**config.mk**
```make
export PLATFORM = sky130hd
export DESIGN_NAME = hqm_rcfwl_gclk_rlink_sync_rcvr
export DESIGN_NICKNAME = d
export VERILOG_FILES = /design/src/rtl/hqm_rcfwl_gclk_rlink_pkg.sv /design/src/rtl/hqm_rcfwl_gclk_rlink_sync_edge.sv /design/src/rtl/hqm_rcfwl_gclk_rlink_sync_rcvr.sv
export SDC_FILE = /design/constraint.sdc
export NUM_CORES = 1
export LEC_CHECK = 0
export CORE_ASPECT_RATIO = 0.9
export CORE_MARGIN = 1.5
export CORE_UTILIZATION = 50
export DETAILED_ROUTE_END_ITERATION = 16
export DONT_BUFFER_PORTS = 1
export SKIP_LAST_GASP = 1
export SYNTH_ARGS = -nofsm -noshare
export SYNTH_HDL_FRONTEND = slang
export SYNTH_SLANG_ARGS = --single-unit
```
**constraint.sdc**
```tcl
create_clock -name clk -period 2.45 [get_ports clk]
set_input_delay 0.245 -clock clk [delete_from_list [all_inputs] [get_ports clk]]
set_output_delay 0.245 -clock clk [all_outputs]
set_load 0.005 [all_outputs]
```
**src/rtl/hqm_rcfwl_gclk_rlink_pkg.sv**
```systemverilog
// Shared types for the rlink pll_sync receive path.
package hqm_rcfwl_gclk_rlink_pkg;

   typedef enum logic [1:0] {
      ACQUIRE,
      CHECK,
      LOCKED
   } rlink_sync_state_t;

   function automatic int phase_w(input int period);
      return (period > 2) ? $clog2(period) : 1;
   endfunction

endpackage

```
**src/rtl/hqm_rcfwl_gclk_rlink_sync_edge.sv**
```systemverilog
// Retimes the distributed pll_sync and flags the first cycle of each high level.
module hqm_rcfwl_gclk_rlink_sync_edge (
   input  logic clk,
   input  logic rst_b,
   input  logic pll_sync_in,
   output logic sync_q,
   output logic rise
);

   logic sync_q_d;

   always_ff @(posedge clk or negedge rst_b) begin
      if (!rst_b) begin
         sync_q   <= 1'b0;
         sync_q_d <= 1'b0;
      end else begin
         sync_q   <= pll_sync_in;
         sync_q_d <= sync_q;
      end
   end

   assign rise = sync_q & ~sync_q_d;

endmodule

```
**src/rtl/hqm_rcfwl_gclk_rlink_sync_rcvr.sv**
```systemverilog
// rlink pll_sync receiver: period check, lock FSM, flywheel phase,
// divided clock enable and saturating error count.
module hqm_rcfwl_gclk_rlink_sync_rcvr
   import hqm_rcfwl_gclk_rlink_pkg::*;
#(
   parameter int SYNC_PERIOD = 16,
   parameter int DIV_RATIO   = 4,
   parameter int LOCK_COUNT  = 3,
   parameter int ERR_THRESH  = 2,
   parameter int ERR_W       = 8,
   localparam int PW         = phase_w(SYNC_PERIOD)
) (
   input  logic             clk,
   input  logic             rst_b,
   input  logic             pll_sync_in,
   input  logic             sync_en,
   input  logic             err_clr,
   output logic             pll_sync_out,
   output logic             sync_locked,
   output logic [PW-1:0]    phase,
   output logic             ce_out,
   output logic             sync_err,
   output logic [ERR_W-1:0] err_cnt
);

   localparam int GW = $clog2(LOCK_COUNT + 1);
   localparam int BW = $clog2(ERR_THRESH + 1);
   localparam logic [PW-1:0] PER_LAST = PW'(SYNC_PERIOD - 1);
   localparam logic [GW-1:0] GOOD_LIM = GW'(LOCK_COUNT);
   localparam logic [BW-1:0] BAD_LIM  = BW'(ERR_THRESH);

   if ((SYNC_PERIOD % DIV_RATIO) != 0 || SYNC_PERIOD < 4
       || LOCK_COUNT < 1 || ERR_THRESH < 1) begin : g_bad_cfg
      $error("hqm_rcfwl_gclk_rlink_sync_rcvr: illegal parameters");
   end

   rlink_sync_state_t state;
   logic [PW-1:0] per_cnt;
   logic [PW-1:0] per_sat;
   logic [PW-1:0] phase_inc;
   logic [GW-1:0] good_cnt;
   logic [GW-1:0] good_nxt;
   logic [BW-1:0] bad_cnt;
   logic [BW-1:0] bad_nxt;
   logic sync_q;
   logic rise;
   logic good;
   logic early;
   logic miss;
   logic new_err;
   logic ce_hit;

   hqm_rcfwl_gclk_rlink_sync_edge u_edge (
      .clk         (clk),
      .rst_b       (rst_b),
      .pll_sync_in (pll_sync_in),
      .sync_q      (sync_q),
      .rise        (rise)
   );

   assign pll_sync_out = sync_q;

   assign good  = rise & (per_cnt == PER_LAST);
   assign early = rise & (per_cnt < PER_LAST);
   assign miss  = ~rise & (per_cnt == PER_LAST);

   assign per_sat   = (per_cnt == '1) ? per_cnt : per_cnt + 1'b1;
   assign phase_inc = (phase == PER_LAST) ? '0 : phase + 1'b1;
   assign good_nxt  = good_cnt + 1'b1;
   assign bad_nxt   = bad_cnt + 1'b1;

   assign new_err = sync_en & (state == LOCKED) & (early | miss);

   assign sync_locked = (state == LOCKED);
   assign ce_hit      = ((32'(phase) % 32'(DIV_RATIO)) == 32'd0);
   assign ce_out      = sync_locked & ce_hit;

   always_ff @(posedge clk or negedge rst_b) begin
      if (!rst_b) begin
         state    <= ACQUIRE;
         per_cnt  <= '0;
         good_cnt <= '0;
         bad_cnt  <= '0;
         phase    <= '0;
         sync_err <= 1'b0;
         err_cnt  <= '0;
      end else begin
         sync_err <= new_err;
         per_cnt  <= (rise | miss) ? '0 : per_sat;

         // a clear coinciding with a fresh error keeps that error
         if (err_clr)
            err_cnt <= new_err ? ERR_W'(1) : '0;
         else if (new_err && err_cnt != '1)
            err_cnt <= err_cnt + 1'b1;

         if (!sync_en) begin
            state    <= ACQUIRE;
            per_cnt  <= '0;
            good_cnt <= '0;
            bad_cnt  <= '0;
            phase    <= '0;
         end else begin
            unique case (state)
               ACQUIRE: begin
                  if (rise) begin
                     state    <= CHECK;
                     good_cnt <= '0;
                     phase    <= PW'(1);
                  end
               end
               CHECK: begin
                  phase <= rise ? PW'(1) : phase_inc;
                  if (miss) begin
                     state    <= ACQUIRE;
                     good_cnt <= '0;
                     phase    <= '0;
                  end else if (early) begin
                     good_cnt <= '0;
                  end else if (good) begin
                     good_cnt <= good_nxt;
                     if (good_nxt == GOOD_LIM) begin
                        state    <= LOCKED;
                        good_cnt <= '0;
                     end
                  end
               end
               LOCKED: begin
                  // flywheel: an early rise is an error, not a realign
                  phase <= phase_inc;
                  if (good) begin
                     bad_cnt <= '0;
                  end else if (early | miss) begin
                     bad_cnt <= bad_nxt;
                     if (bad_nxt == BAD_LIM) begin
                        state   <= ACQUIRE;
                        bad_cnt <= '0;
                        phase   <= '0;
                     end
                  end
               end
               default: state <= ACQUIRE;
            endcase
         end
      end
   end

endmodule

```
# Yosys cells after proc, flatten, opt, wreduce, memory -nomap -nowiden
# Cells that the tools add are included.
[op_classes]
n_addsub = 5
magnitude_cmp = 1
eq_ne = 20
n_mux = 37
bitwise_logic = 11
reduce_logical = 8
[op_table]
columns = ["op", "count"]
rows = [
  ["two-way mux 4 bit", 11],
  ["two-way mux 2 bit", 20],
  ["zero test 32 bit", 1],
  ["two-way mux 8 bit", 2],
  ["!= test 4 bit, second input constant", 3],
  ["case mux 4 bit (3 select lines)", 1],
  ["!= test 3 x 2 -> 1 bit, second input constant", 3],
  ["adder 4 x 1 -> 4 bit, second input constant", 2],
  ["adder 8 x 1 -> 8 bit, second input constant", 1],
  ["equality test 4 bit, second input constant", 2],
  ["!= test 8 bit, second input constant", 1],
  ["AND 1 bit", 7],
  ["AND reduction 7 bit", 1],
  ["equality test 2 bit, second input constant", 3],
  ["!= test 3 x 1 -> 1 bit, second input constant", 2],
  ["!= test 3 bit, second input constant", 2],
  ["case mux 2 bit (3 select lines)", 1],
  ["!= test 5 bit, second input constant", 1],
  ["adder 2 x 1 -> 2 bit, second input constant", 2],
  ["less-than comparator 4 bit, second input constant", 1],
  ["!= test 4 x 1 -> 1 bit, second input constant", 1],
  ["case mux 2 bit (2 select lines)", 1],
  ["AND reduction 2 bit", 2],
  ["AND reduction 3 bit", 1],
  ["other kinds (8)", 10],
]
[word_totals]
reg_bits = 25
inputBits = 5
word_cells = 91

# Longest topological paths before layout
[logic_depth]
ltp_word = 9
ltp_mapped = 8
ltp_nobuf = 8

# Modules after synthesis
# Synthesis repeated with hierarchy kept, for this count alone.
[unflattened]
cells_unflattened = 156
hier_area_um2 = 1481.4
[by_module_without_submodules]
columns = ["module", "n_inst", "cells_per_inst", "area_each_um2"]
rows = [
  ["hqm_rcfwl_gclk_rlink_sync_rcvr", 1, 153, 1417.6],
  ["hqm_rcfwl_gclk_rlink_sync_edge", 1, 3, 63.8],
]

# Worst setup path after synthesis
# Ideal clock, no wire load.
[synth_path]
kind = "flip-flop to flip-flop"
from = "register per_cnt[0]"
to = "register phase[2]"
setup_time_ps = 66
t_arrival_ps = 2047
slack_ps = 337
stages_incl_launch_ff = 9
path_buffers = 0
synth_period_minus_slack_ps = 2113
path_cell_list = "dfrtp_1 ha_1 nand3_1 inv_1 ha_1 nand2b_1 or2b_1 a2111oi_0 a221o_1"
[synth_via]
elab_chain_cells = 7
elab_cells_between_ends = 11
classes_between = "order compare: 1; eq/ne: 1; mux: 5; bitwise: 4"
[synth_rtl]
columns = ["element", "line_no", "source"]
rows = [
  ["from (decl)", "hqm_rcfwl_gclk_rlink_sync_rcvr.sv:38", "logic [PW-1:0] per_cnt;"],
  ["from (signal assigned)", "hqm_rcfwl_gclk_rlink_sync_rcvr.sv:89", "per_cnt <= (rise | miss) ? '0 : per_sat;"],
  ["less-than comparator 4 bit or equality test 4 bit (tied branches)", "hqm_rcfwl_gclk_rlink_sync_rcvr.sv:64, hqm_rcfwl_gclk_rlink_sync_rcvr.sv:63, hqm_rcfwl_gclk_rlink_sync_rcvr.sv:65", ""],
  ["AND 1 bit, on equally long branches", "hqm_rcfwl_gclk_rlink_sync_rcvr.sv:64, hqm_rcfwl_gclk_rlink_sync_rcvr.sv:65", ""],
  ["bitwise OR 1 bit", "hqm_rcfwl_gclk_rlink_sync_rcvr.sv:133", "end else if (early | miss) begin"],
  ["two-way mux 4 bit", "hqm_rcfwl_gclk_rlink_sync_rcvr.sv:133", ""],
  ["two-way mux 4 bit", "hqm_rcfwl_gclk_rlink_sync_rcvr.sv:131", "if (good) begin"],
  ["case mux 4 bit (3 select lines) (*)", "hqm_rcfwl_gclk_rlink_sync_rcvr.sv:104", "unique case (state)"],
  ["two-way mux 4 bit (*)", "hqm_rcfwl_gclk_rlink_sync_rcvr.sv:97", "if (!sync_en) begin"],
  ["to (signal assigned)", "hqm_rcfwl_gclk_rlink_sync_rcvr.sv:113", "phase <= rise ? PW'(1) : phase_inc;"],
  ["to (signal assigned)", "hqm_rcfwl_gclk_rlink_sync_rcvr.sv:130", "phase <= phase_inc;"],
  ["to (decl)", "hqm_rcfwl_gclk_rlink_sync_rcvr.sv:20", "output logic [PW-1:0] phase,"],
]
# Every way passes the cells marked *; elsewhere a longest branch is shown, timed or not.
# A chain may end at the register's enable or synchronous reset.

# Worst setup path in the final report
# Ends and elaborated chain as after synthesis.

==> reports/results.ini <==
[worst_setup_path]
crit_top_cell = ha_1
arrival_ns = 2.40
cp_slowest_cell = dfrtp_1
crit_type = register to register
crit_fanout = 7
slowest_delay_ns = 0.42
critPathRequiredTime_ns = 2.67
path_cells = ha_1 > nand3_1 > ha_1 > nand2_1 > o31ai_4 > a21oi_1 > a221o_1
startpoint_type = register
cp-end-kind = register

[logic_synthesis]
synth.distinct_cells = 45
syn_avg_cell_area_um2 = 10.39
synthTopCellsByArea = dfrtp_1 42%, ha_1 10%, nor2_1 3.8%
synth_warnings = 0
yosysTopAreaCell = dfrtp_1
synthFlopType = dfrtp_1
async_flop_share = 1.000
synthesis.nets = 161
netlist_area_um2 = 1496
netlist_instances = 144
synth_top_area_frac = 0.4181
synth-seq-cells = 25
ys_seq_area_frac = 0.4181
synth_edf_count = 0

[routing]
drcViolationCount = 0
dr.pass1.iters = 4
detail_route.iter0.violations = 72
wl_um = 2686
routed-wl-met2_um = 1172
wl_met3_um = 114
drt-met1-wl_um = 1370
viasPerCell = 5.510
ant_nets = 0
via_count = 1058
wire_per_inst_um = 13.99
highest_layer = met4

[hold_path]
hold_class = input port to register

[clock_network]
cts_buffers = 3
cts_setup_buffers = 0
root_buffer = clkbuf_4
cts.sinks = 25
path_clk_slew_ns = 0.13
cts_tree = yes
clockBufferDepth = 2
clock_latency_ns = 0.32
cts_max_level = 1

[grt]
antenna_found_initial = 0
grt_usage = 0.1852
overflow = 0
grt_pass1_wl_um = 4574
grt_pass1_vias = 981
grt_max_degree = 26

[power]
total_power_w = 0.0008470
power.density_nw_per_um2 = 522.3
p_leak_nw = 0.7740
vdd_drop_max_mv = 0.3079

[cells_and_area]
nets = 170
n_antenna_cell = 0
final_cell_mix = 25 x dfrtp_1, 15 x nor2_1, 12 x ha_1, 9 x nand2_1, 8 x inv_1
final_common_cell = dfrtp_1
fill_cells = 273
drive_gt1_frac = 0.1382
stdcell_count = 192
syn_to_final_growth_pct = 8.362

[sta]
hold_viol_final = 0
holdWs_ns = 0.03278
slew_headroom = 0.7314
rsz0062_at_grt = false
fmax_mhz = 458.8
final.setup_skew_ns = 0.006923
tns_ns = 0
worst_pin_slew_ns = 0.3927
setup_viol = 0
fin_crit_ns = 2.180
period_share = 0.8896
drv_slew = 0

[die]
row_count = 18
start_util = 0.5358
die_x_um = 60.67
num_io_pins = 21
core_area_um2 = 2793
die_h_um = 54.90
dieArea_um2 = 3331

[placed_design]
dp_cells = 184
place.gp.congestion = 0.8074
dp_hpwl_um = 1939
io_buffers = 0

[run]
cap_violations = 0

[run_status]
status = completed

-- power breakdown --
part | internal, W | switching (W) | total [W]
sequential | 0.000436 | 0.0000319 | 0.000468
combinational | 0.0000939 | 0.000106 | 0.000200
clock | 0.0000611 | 0.000119 | 0.000180
-- what timing repair did --
| item | in CTS | in global routing |
|---|---|---|
| hold buffers | 4 | 0 |
| endpoints found under the hold margin | 33 | 0 |
| endpoints found under the setup margin | 0 | 1 |
| gates resized for setup | 0 | 1 |
-- path summary, 6_finish.rpt --
| check | startpoint | end | slack [ns] | cells after the start |
|---|---|---|---|---|
| max | per_cnt[0] | phase[2] | 0.27 | 7 |
| max reg2reg | per_cnt[0] | phase[2] | 0.27 | 7 |
| min in group asynchronous | rst_b | phase[3] | 0.33 | 2 |
| max in group asynchronous | rst_b | state[0] | 1.96 | 2 |
| min reg2reg | u_edge.sync_q | u_edge.sync_q_d | 0.47 | 0 |
| min | sync_en | bad_cnt[1] | 0.03 | 1 |
-- metrics by stage --
step	cell area, um^2	worst slack, ns	util
3_5_place_dp	1543	0.2297	0.5524
2_1_floorplan	1496	0.3369	-
4_1_cts	1620	0.1939	0.5802
5_1_grt	1622	0.03854	0.5806
3_3_place_gp	1543	0.2849	0.5524
6_report	1622	0.2704	0.5806
-- state kept, by name (all words and copies together), names as in the netlist --
name,flops
err_cnt,8
per_cnt,4
phase,4
bad_cnt,2
good_cnt,2
state,2
sync_err,1
u_edge.sync_q,1
u_edge.sync_q_d,1
-- synth_stat cells (2+ instances only) --
cell,number
nand3b_1,2
and3_1,5
mux2i_1,4
buf_6,2
a221o_1,2
a311oi_1,2
nand3_1,4
a31oi_1,2
o211ai_1,4
inv_1,8
xor2_1,3
a21o_1,2
a21oi_1,7
nand2_1,9
o21ai_0,3
or3_1,2
mux2_2,3
ha_1,12
nand2b_1,3
nor2_1,15
dfrtp_1,25
a2111oi_0,2
-- per-layer routing --
layer / vias up / global-route usage
li1: 540 / -
met1: 498 / 0.2714
met2: 16 / 0.2760
met3: 4 / 0.04651
met4: 0 / 0.04348
met5: - / 0
-- worst max-delay path: cells and delay by family, from the launching register on --
kind / cells / cell delay, ns
AO/OA/AOI/OAI: 3 / 0.77
adder cells (fa/ha/maj): 2 / 0.63
flip-flops: 1 / 0.42
AND/OR/NAND/NOR: 2 / 0.26
-- area by class of cell --
| class | instances | area, um^2 | share of cell area |
|---|---|---|---|
| timing repair buffer | 7 | 72.57 | 0.04475 |
| clock inverter | 1 | 5.005 | 0.003086 |
| sequential | 25 | 625.6 | 0.3858 |
| clock buffer | 3 | 22.52 | 0.01389 |
| tap | 40 | 50.05 | 0.03086 |
| inverter | 8 | 30.03 | 0.01852 |
| multi-input combinational | 108 | 815.8 | 0.5031 |
-- logic make-up (layout without fill, tap and decap cells) --
group,count (synthesis),in the layout,share of synthesized area
fa+ha+maj,12,12,0.1003
buf+inv,11,19,0.03762
flops,25,25,0.4181
simple gates,53,53,0.1957
compound gates,32,32,0.1756
mux,7,7,0.04933
xor+xnor,4,4,0.02342
(Power assumes the default switching activity.)
